`src/rtl/mips_pkg.sv`:
```
// Shared MIPS multicycle definitions: opcodes, FSM states, datapath select
// encodings and the Moore control-word decode used by multicycle_ctrl.
package mips_pkg;

  localparam int unsigned OP_W   = 6;
  localparam int unsigned WAIT_W = 8;

  localparam logic [OP_W-1:0] OP_RTYPE = 6'b000000;
  localparam logic [OP_W-1:0] OP_J     = 6'b000010;
  localparam logic [OP_W-1:0] OP_BEQ   = 6'b000100;
  localparam logic [OP_W-1:0] OP_ADDI  = 6'b001000;
  localparam logic [OP_W-1:0] OP_SLTI  = 6'b001010;
  localparam logic [OP_W-1:0] OP_ANDI  = 6'b001100;
  localparam logic [OP_W-1:0] OP_ORI   = 6'b001101;
  localparam logic [OP_W-1:0] OP_XORI  = 6'b001110;
  localparam logic [OP_W-1:0] OP_LW    = 6'b100011;
  localparam logic [OP_W-1:0] OP_SW    = 6'b101011;

  typedef enum logic [3:0] {
    FETCH, DECODE, EXEC_R, EXEC_I, ADDR, MEM_RD, MEM_WR,
    WB_ALU, WB_MEM, BRANCH, JUMP, TRAP
  } state_t;

  typedef enum logic [1:0] {
    ALUOP_ADD   = 2'b00,
    ALUOP_SUB   = 2'b01,
    ALUOP_FUNCT = 2'b10,
    ALUOP_LOGIC = 2'b11
  } alu_op_t;

  typedef enum logic [1:0] {
    SRCB_B       = 2'b00,
    SRCB_FOUR    = 2'b01,
    SRCB_IMM     = 2'b10,
    SRCB_IMM_SH2 = 2'b11
  } alu_src_b_t;

  typedef enum logic [1:0] {
    PCSRC_ALU    = 2'b00,
    PCSRC_ALUOUT = 2'b01,
    PCSRC_JUMP   = 2'b10
  } pc_source_t;

  // Registered control word; ir_write and the FETCH part of pc_write are
  // handshake-dependent and live outside it.
  typedef struct packed {
    logic       mem_read;
    logic       mem_write;
    logic       i_or_d;
    logic       pc_write;
    logic       pc_write_cond;
    logic       reg_dst;
    logic       mem_to_reg;
    logic       reg_write;
    logic       alu_src_a;
    alu_src_b_t alu_src_b;
    alu_op_t    alu_op;
    pc_source_t pc_source;
    logic       trap;
  } ctrl_t;

  // Moore control word for a state; imm_logic picks the logic-immediate ALU
  // op in EXEC_I, wb_rtype picks rd as the WB_ALU destination.
  function automatic ctrl_t moore_ctrl(state_t s, logic imm_logic, logic wb_rtype);
    ctrl_t c;
    c = '0;
    case (s)
      FETCH: begin
        c.mem_read  = 1'b1;
        c.alu_src_b = SRCB_FOUR;
        c.alu_op    = ALUOP_ADD;
        c.pc_source = PCSRC_ALU;
      end
      DECODE: begin
        c.alu_src_b = SRCB_IMM_SH2;
        c.alu_op    = ALUOP_ADD;
      end
      EXEC_R: begin
        c.alu_src_a = 1'b1;
        c.alu_src_b = SRCB_B;
        c.alu_op    = ALUOP_FUNCT;
      end
      EXEC_I: begin
        c.alu_src_a = 1'b1;
        c.alu_src_b = SRCB_IMM;
        c.alu_op    = imm_logic ? ALUOP_LOGIC : ALUOP_ADD;
      end
      ADDR: begin
        c.alu_src_a = 1'b1;
        c.alu_src_b = SRCB_IMM;
        c.alu_op    = ALUOP_ADD;
      end
      MEM_RD: begin
        c.mem_read = 1'b1;
        c.i_or_d   = 1'b1;
      end
      MEM_WR: begin
        c.mem_write = 1'b1;
        c.i_or_d    = 1'b1;
      end
      WB_ALU: begin
        c.reg_write = 1'b1;
        c.reg_dst   = wb_rtype;
      end
      WB_MEM: begin
        c.reg_write  = 1'b1;
        c.mem_to_reg = 1'b1;
      end
      BRANCH: begin
        c.alu_src_a     = 1'b1;
        c.alu_src_b     = SRCB_B;
        c.alu_op        = ALUOP_SUB;
        c.pc_write_cond = 1'b1;
        c.pc_source     = PCSRC_ALUOUT;
      end
      JUMP: begin
        c.pc_write  = 1'b1;
        c.pc_source = PCSRC_JUMP;
      end
      TRAP: c.trap = 1'b1;
      default: c = '0;
    endcase
    return c;
  endfunction

endpackage

```
`src/rtl/mc_wait_timer.sv`:
```
// Memory wait counter: counts consecutive not-ready cycles while a memory
// state is active and flags the cycle on which the wait limit is hit.
module mc_wait_timer
  import mips_pkg::*;
#(
  parameter int unsigned MEM_WAIT_MAX = 15
) (
  input  logic clk,
  input  logic reset,
  input  logic active,
  input  logic mem_ready,
  output logic timeout_c
);

  logic [WAIT_W-1:0] cnt;

  // Count stalled cycles; any exit (ready, timeout, leaving the state) clears.
  always_ff @(posedge clk) begin
    if (reset || !active || mem_ready) begin
      cnt <= '0;
    end else begin
      cnt <= cnt + WAIT_W'(1);
    end
  end

  // Limit reached on this stalled cycle; a simultaneous ready suppresses it.
  assign timeout_c = active && !mem_ready && (cnt == WAIT_W'(MEM_WAIT_MAX - 1));

endmodule

```
`src/rtl/multicycle_ctrl.sv`:
```
// MIPS multicycle control FSM with memory-wait timeout and a retired
// instruction counter. Optional logic immediates (andi/ori/xori/slti) are
// enabled by defining MC_IMM_LOGIC_EN; otherwise those opcodes trap.
module multicycle_ctrl
  import mips_pkg::*;
#(
  parameter int unsigned CNT_W        = 32,
  parameter int unsigned MEM_WAIT_MAX = 15
) (
  input  logic             clk,
  input  logic             reset,
  input  logic [5:0]       opcode,
  input  logic             mem_ready,
  output logic             mem_read,
  output logic             mem_write,
  output logic             i_or_d,
  output logic             ir_write,
  output logic             pc_write,
  output logic             pc_write_cond,
  output logic             reg_dst,
  output logic             mem_to_reg,
  output logic             reg_write,
  output logic             alu_src_a,
  output logic [1:0]       alu_src_b,
  output logic [1:0]       alu_op,
  output logic [1:0]       pc_source,
  output logic             trap,
  output logic [CNT_W-1:0] instr_count
);

  state_t state;
  state_t next_state;
  ctrl_t  ctrl_q;
  logic   retire_c;
  logic   timeout_c;
  logic   imm_logic_c;
  logic   wait_active_c;

  // Opcode dispatch out of DECODE.
  function automatic state_t decode_op(logic [5:0] op);
    state_t s;
    case (op)
      OP_RTYPE:      s = EXEC_R;
      OP_ADDI:       s = EXEC_I;
      OP_LW, OP_SW:  s = ADDR;
      OP_BEQ:        s = BRANCH;
      OP_J:          s = JUMP;
`ifdef MC_IMM_LOGIC_EN
      OP_ANDI, OP_ORI, OP_XORI, OP_SLTI: s = EXEC_I;
`endif
      default:       s = TRAP;
    endcase
    return s;
  endfunction

`ifdef MC_IMM_LOGIC_EN
  assign imm_logic_c = (opcode != OP_ADDI);
`else
  assign imm_logic_c = 1'b0;
`endif

  assign wait_active_c = (state == FETCH) || (state == MEM_RD) || (state == MEM_WR);

  mc_wait_timer #(
    .MEM_WAIT_MAX(MEM_WAIT_MAX)
  ) u_wait_timer (
    .clk      (clk),
    .reset    (reset),
    .active   (wait_active_c),
    .mem_ready(mem_ready),
    .timeout_c(timeout_c)
  );

  // Next-state and retire decision; ready beats timeout on the limit cycle.
  always_comb begin
    next_state = state;
    retire_c   = 1'b0;
    case (state)
      FETCH: begin
        if (mem_ready)      next_state = DECODE;
        else if (timeout_c) next_state = TRAP;
      end
      DECODE:         next_state = decode_op(opcode);
      EXEC_R, EXEC_I: next_state = WB_ALU;
      ADDR:           next_state = (opcode == OP_SW) ? MEM_WR : MEM_RD;
      MEM_RD: begin
        if (mem_ready)      next_state = WB_MEM;
        else if (timeout_c) next_state = TRAP;
      end
      MEM_WR: begin
        if (mem_ready) begin
          next_state = FETCH;
          retire_c   = 1'b1;
        end else if (timeout_c) begin
          next_state = TRAP;
        end
      end
      WB_ALU, WB_MEM, BRANCH, JUMP: begin
        next_state = FETCH;
        retire_c   = 1'b1;
      end
      TRAP:    next_state = TRAP;
      default: next_state = TRAP;
    endcase
  end

  // State, registered Moore control word and retire counter.
  always_ff @(posedge clk) begin
    if (reset) begin
      state       <= FETCH;
      ctrl_q      <= moore_ctrl(FETCH, 1'b0, 1'b0);
      instr_count <= '0;
    end else begin
      state  <= next_state;
      ctrl_q <= moore_ctrl(next_state, imm_logic_c, state == EXEC_R);
      if (retire_c) instr_count <= instr_count + CNT_W'(1);
    end
  end

  assign ir_write      = (state == FETCH) && mem_ready && !reset;
  assign pc_write      = ctrl_q.pc_write || ir_write;
  assign mem_read      = ctrl_q.mem_read;
  assign mem_write     = ctrl_q.mem_write;
  assign i_or_d        = ctrl_q.i_or_d;
  assign pc_write_cond = ctrl_q.pc_write_cond;
  assign reg_dst       = ctrl_q.reg_dst;
  assign mem_to_reg    = ctrl_q.mem_to_reg;
  assign reg_write     = ctrl_q.reg_write;
  assign alu_src_a     = ctrl_q.alu_src_a;
  assign alu_src_b     = ctrl_q.alu_src_b;
  assign alu_op        = ctrl_q.alu_op;
  assign pc_source     = ctrl_q.pc_source;
  assign trap          = ctrl_q.trap;

endmodule

```
`config.mk`:
```
export PLATFORM = sky130hd
export DESIGN_NAME = multicycle_ctrl
export DESIGN_NICKNAME = d
export VERILOG_FILES = /design/src/rtl/mips_pkg.sv /design/src/rtl/mc_wait_timer.sv /design/src/rtl/multicycle_ctrl.sv
export SDC_FILE = /design/constraint.sdc
export NUM_CORES = 1
export LEC_CHECK = 0
export ABC_AREA = 1
export CAP_MARGIN = 0
export CORE_AREA = 2 2 97 99
export CTS_BUF_LIST = sky130_fd_sc_hd__clkbuf_16
export DETAILED_ROUTE_END_ITERATION = 8
export DIE_AREA = 0 0 99 101
export SYNTH_ARGS = -nofsm -noshare
export SYNTH_HDL_FRONTEND = slang
export SYNTH_SLANG_ARGS = --single-unit
```
`constraint.sdc`:
```
create_clock -name clk -period 3.1 [get_ports clk]
set_input_delay 0.775 -clock clk [delete_from_list [all_inputs] [get_ports clk]]
set_output_delay 0.775 -clock clk [all_outputs]
set_load 0.01 [all_outputs]
```
==> run_results.csv <==
group,metric,value,unit
worst_setup_path,cp-end-kind,"output pin",
timing,period_share,0.954,
worst_setup_path,crit_chain,"clkdlybuf4s50_1, nand3_1, nor2_1, or2_2, clkdlybuf4s50_1",
route,ant_nets,0,
logic_synthesis,synth_common_cells,"nand2_1, nor2_1, dfxtp_1, inv_1, nand3_1",
clock_network,cts.clk_slew.worst_paths,50,ps
cells_and_area,reg_top3,"instr_count: 32 flops, u_wait_timer.cnt: 8 flops, state: 4 flops",
floorplanning,dieHeight,101,um
logic_synthesis,yosysTopAreaCell,"dfxtp_1",
place,dp.final_hpwl,5760,um
global_route,top_usage_layer,"met2",
worst_setup_path,crit_arrival,2180,ps
power,clockPowerShare,0.309,
power,p_switching,1030,uW
power,powerDensity,676,mW/mm^2
cells_and_area,top_register,"instr_count",
logic_synthesis,yosysSeqAreaShare,0.372,
worst_setup_path,ff2ff_path_depth,9,
worst_setup_path,rr_startpoint,"state[1]",
timing,finalSetupViolations,0,
worst_setup_path,rrSetupSlack,1270,ps
power,power_leakage,0.00160,uW
floorplanning,die_w,99,um
route,viasPerCell,4.81,
global_route,antenna_found_initial,0,
run,drv_cap,0,
timing,worst_pin_slew,594,ps
timing,fmax,338,MHz
logic_synthesis,synth_cell_types,35,
global_route,grt_pass1_wl,13500,um
worst_setup_path,cpPeakStageDelay,520,ps
cells_and_area,n_fill_cell,924,
timing,finalSetupTns,0,ps
worst_setup_path,cp_max_fo,2,
floorplanning,core,0.00898,mm^2
clock_network,ctsResizeCount,0,
logic_synthesis,ys_seq_elements,58,
route,dr.pass1.iters,4,
timing,rsz0062_at_grt,"no",
cells_and_area,layout-drive-gt1-share,0.100,
route,drc_errors,0,
cells_and_area,stdcell_area,0.00407,mm^2
global_route,met3_usage,0.0416,
floorplanning,io_pins,58,
timing,relSlewSlack,0.604,
worst_setup_path,crit_buf_inv,2,
logic_synthesis,synth_flop_cell,"dfxtp_1",
logic_synthesis,synth_area,0.00312,mm^2
logic_synthesis,async_reset_ff_frac,0,
worst_setup_path,cp_common_cell,"clkdlybuf4s50_1",
power,ir_drop,0.272,mV
worst_setup_path,cp.required,2320,ps
floorplanning,rows,35,
clock_network,post_cts_buffers,0,
timing,hold_violations,0,
min_path,hold_depth,1,
place,numPortBuffers,57,
logic_synthesis,syn-num-nets,472,
global_route,grt_max_degree,29,
clock_network,cts_buffers,9,
clock_network,clock_latency,330,ps
min_path,min-delay-start,"u_wait_timer.cnt[0]",
power,switching_share,0.374,
worst_setup_path,slowest_stage,"clkdlybuf4s50_1",
logic_synthesis,synth_area_leaders,"dfxtp_1, nand2_1, nor2_1",
clock_network,clock-root-buffer,"clkbuf_16",
logic_synthesis,synth_top_area_frac,0.372,
route,totalWireLength,7800,um
cells_and_area,diodes,0,
power,intPower,1720,uW
logic_synthesis,ys.warnings.count,0,
logic_synthesis,synth_edf_count,0,
min_path,hold_path.class,"reg2reg",
cells_and_area,largest_reg_flops,32,
logic_synthesis,netlist_instances,460,
clock_network,postCtsHoldBufs,0,
global_route,grt-ovfl-total,0,
clock_network,h-tree-depth,3,
logic_synthesis,synth_most_common_cell,"nand2_1",
cells_and_area,area_growth,30.3,%
global_route,grt_pass1_vias,2895,
place,gp_congestion,0.881,
clock_network,cts_tree,"done",
place,post_dp_cell_area,0.00381,mm^2
timing,layout_min_cycle_time,2960,ps
timing,drv_slew,0,
logic_synthesis,avgSynthCellArea,6.79,um^2
outcome,status,"finished, final reports clean",
floorplanning,start_util,0.348,
route,detail_route.iter0.violations,94,
floorplanning,die-area,0.0100,mm^2
global_route,grt_use_met1,0.223,
clock_network,clock-sinks,58,
worst_setup_path,cp_top_family,"buffers and inverters",
timing,fin_skew,7.26,ps
worst_setup_path,critPathLaunchType,"primary input",
global_route,grt.total_usage,0.168,
worst_setup_path,worstSetupPathType,"in2out",
clock_network,clock_path_buffers,2,
global_route,use_met2,0.262,
route,routed-via-count,3071,
worst_setup_path,rr_endpoint,"instr_count[10]",
min_path,hold_end,"u_wait_timer.cnt[0]",
power,seqPwrFrac,0.331,
route,wl_per_cell,12.2,um
cells_and_area,nets,535,
power,p_comb_frac,0.361,
## per-stage QoR
step / setup slack, ps / power (uW) / instances / util / hold slack, ps
6_report: 141 / 2750 / 639 / 0.453 / 460
5_1_grt: 11.6 / 2930 / 639 / 0.453 / 508
4_1_cts: 122 / 2770 / 639 / 0.453 / 468
3_5_place_dp: 122 / 1910 / 623 / 0.425 / 457
3_3_place_gp: 128 / 1890 / 623 / 0.425 / 444
2_1_floorplan: 714 / 1590 / 460 / - / 430
## layout by cell type (no fill, tap or decap), types with 10 or more instances in the layout
| cell | n |
|---|---|
| clkdlybuf4s50_1 | 57 |
| dfxtp_1 | 58 |
| a21oi_1 | 25 |
| nand3_1 | 30 |
| inv_1 | 41 |
| xor2_1 | 12 |
| xnor2_1 | 10 |
| nor2_1 | 75 |
| nand2_1 | 114 |
| nor3_1 | 20 |
## power groups by stage
stage | logic, uW | registers, uW | clock network [uW]
4_1_cts | 991 | 910 | 870
3_5_place_dp | 988 | 924 | 0
3_3_place_gp | 975 | 919 | 0
6_report | 992 | 909 | 849
5_1_grt | 1100 | 923 | 911
2_1_floorplan | 648 | 947 | 0
## kinds of logic after synthesis
logic type      share of synthesized area
xor+xnor                           0.0617
compound gates                     0.0617
flops                               0.372
fa+ha+maj                          0.0120
buf+inv                            0.0693
simple gates                        0.423
## worst max path at each step
stage                    from        to  slack (ps)  cells after the start
global placement    mem_ready  pc_write         130                      5
global route        mem_ready  pc_write          10                      5
finish              mem_ready  pc_write         140                      5
floorplan               reset  pc_write         710                      3
detailed placement  mem_ready  pc_write         120                      5
CTS                 mem_ready  pc_write         120                      5
## final cells by class
type	instances	area (um^2)	share of cell area
multi-input combinational	348	1740	0.429
sequential	58	1160	0.285
timing repair buffer	60	593	0.146
clock buffer	9	225	0.0554
inverter	46	178	0.0437
tap	111	139	0.0341
clock inverter	7	28.8	0.00707
## metal layers
metal | up-vias | part of all wire | wire length, um
met4 | 0 | 0.013 | 102
met2 | 82 | 0.45 | 3470
met3 | 7 | 0.049 | 384
met1 | 1387 | 0.49 | 3840
met5 | - | 0 | 0
li1 | 1595 | - | -
Power figures use the tool's default switching activity.
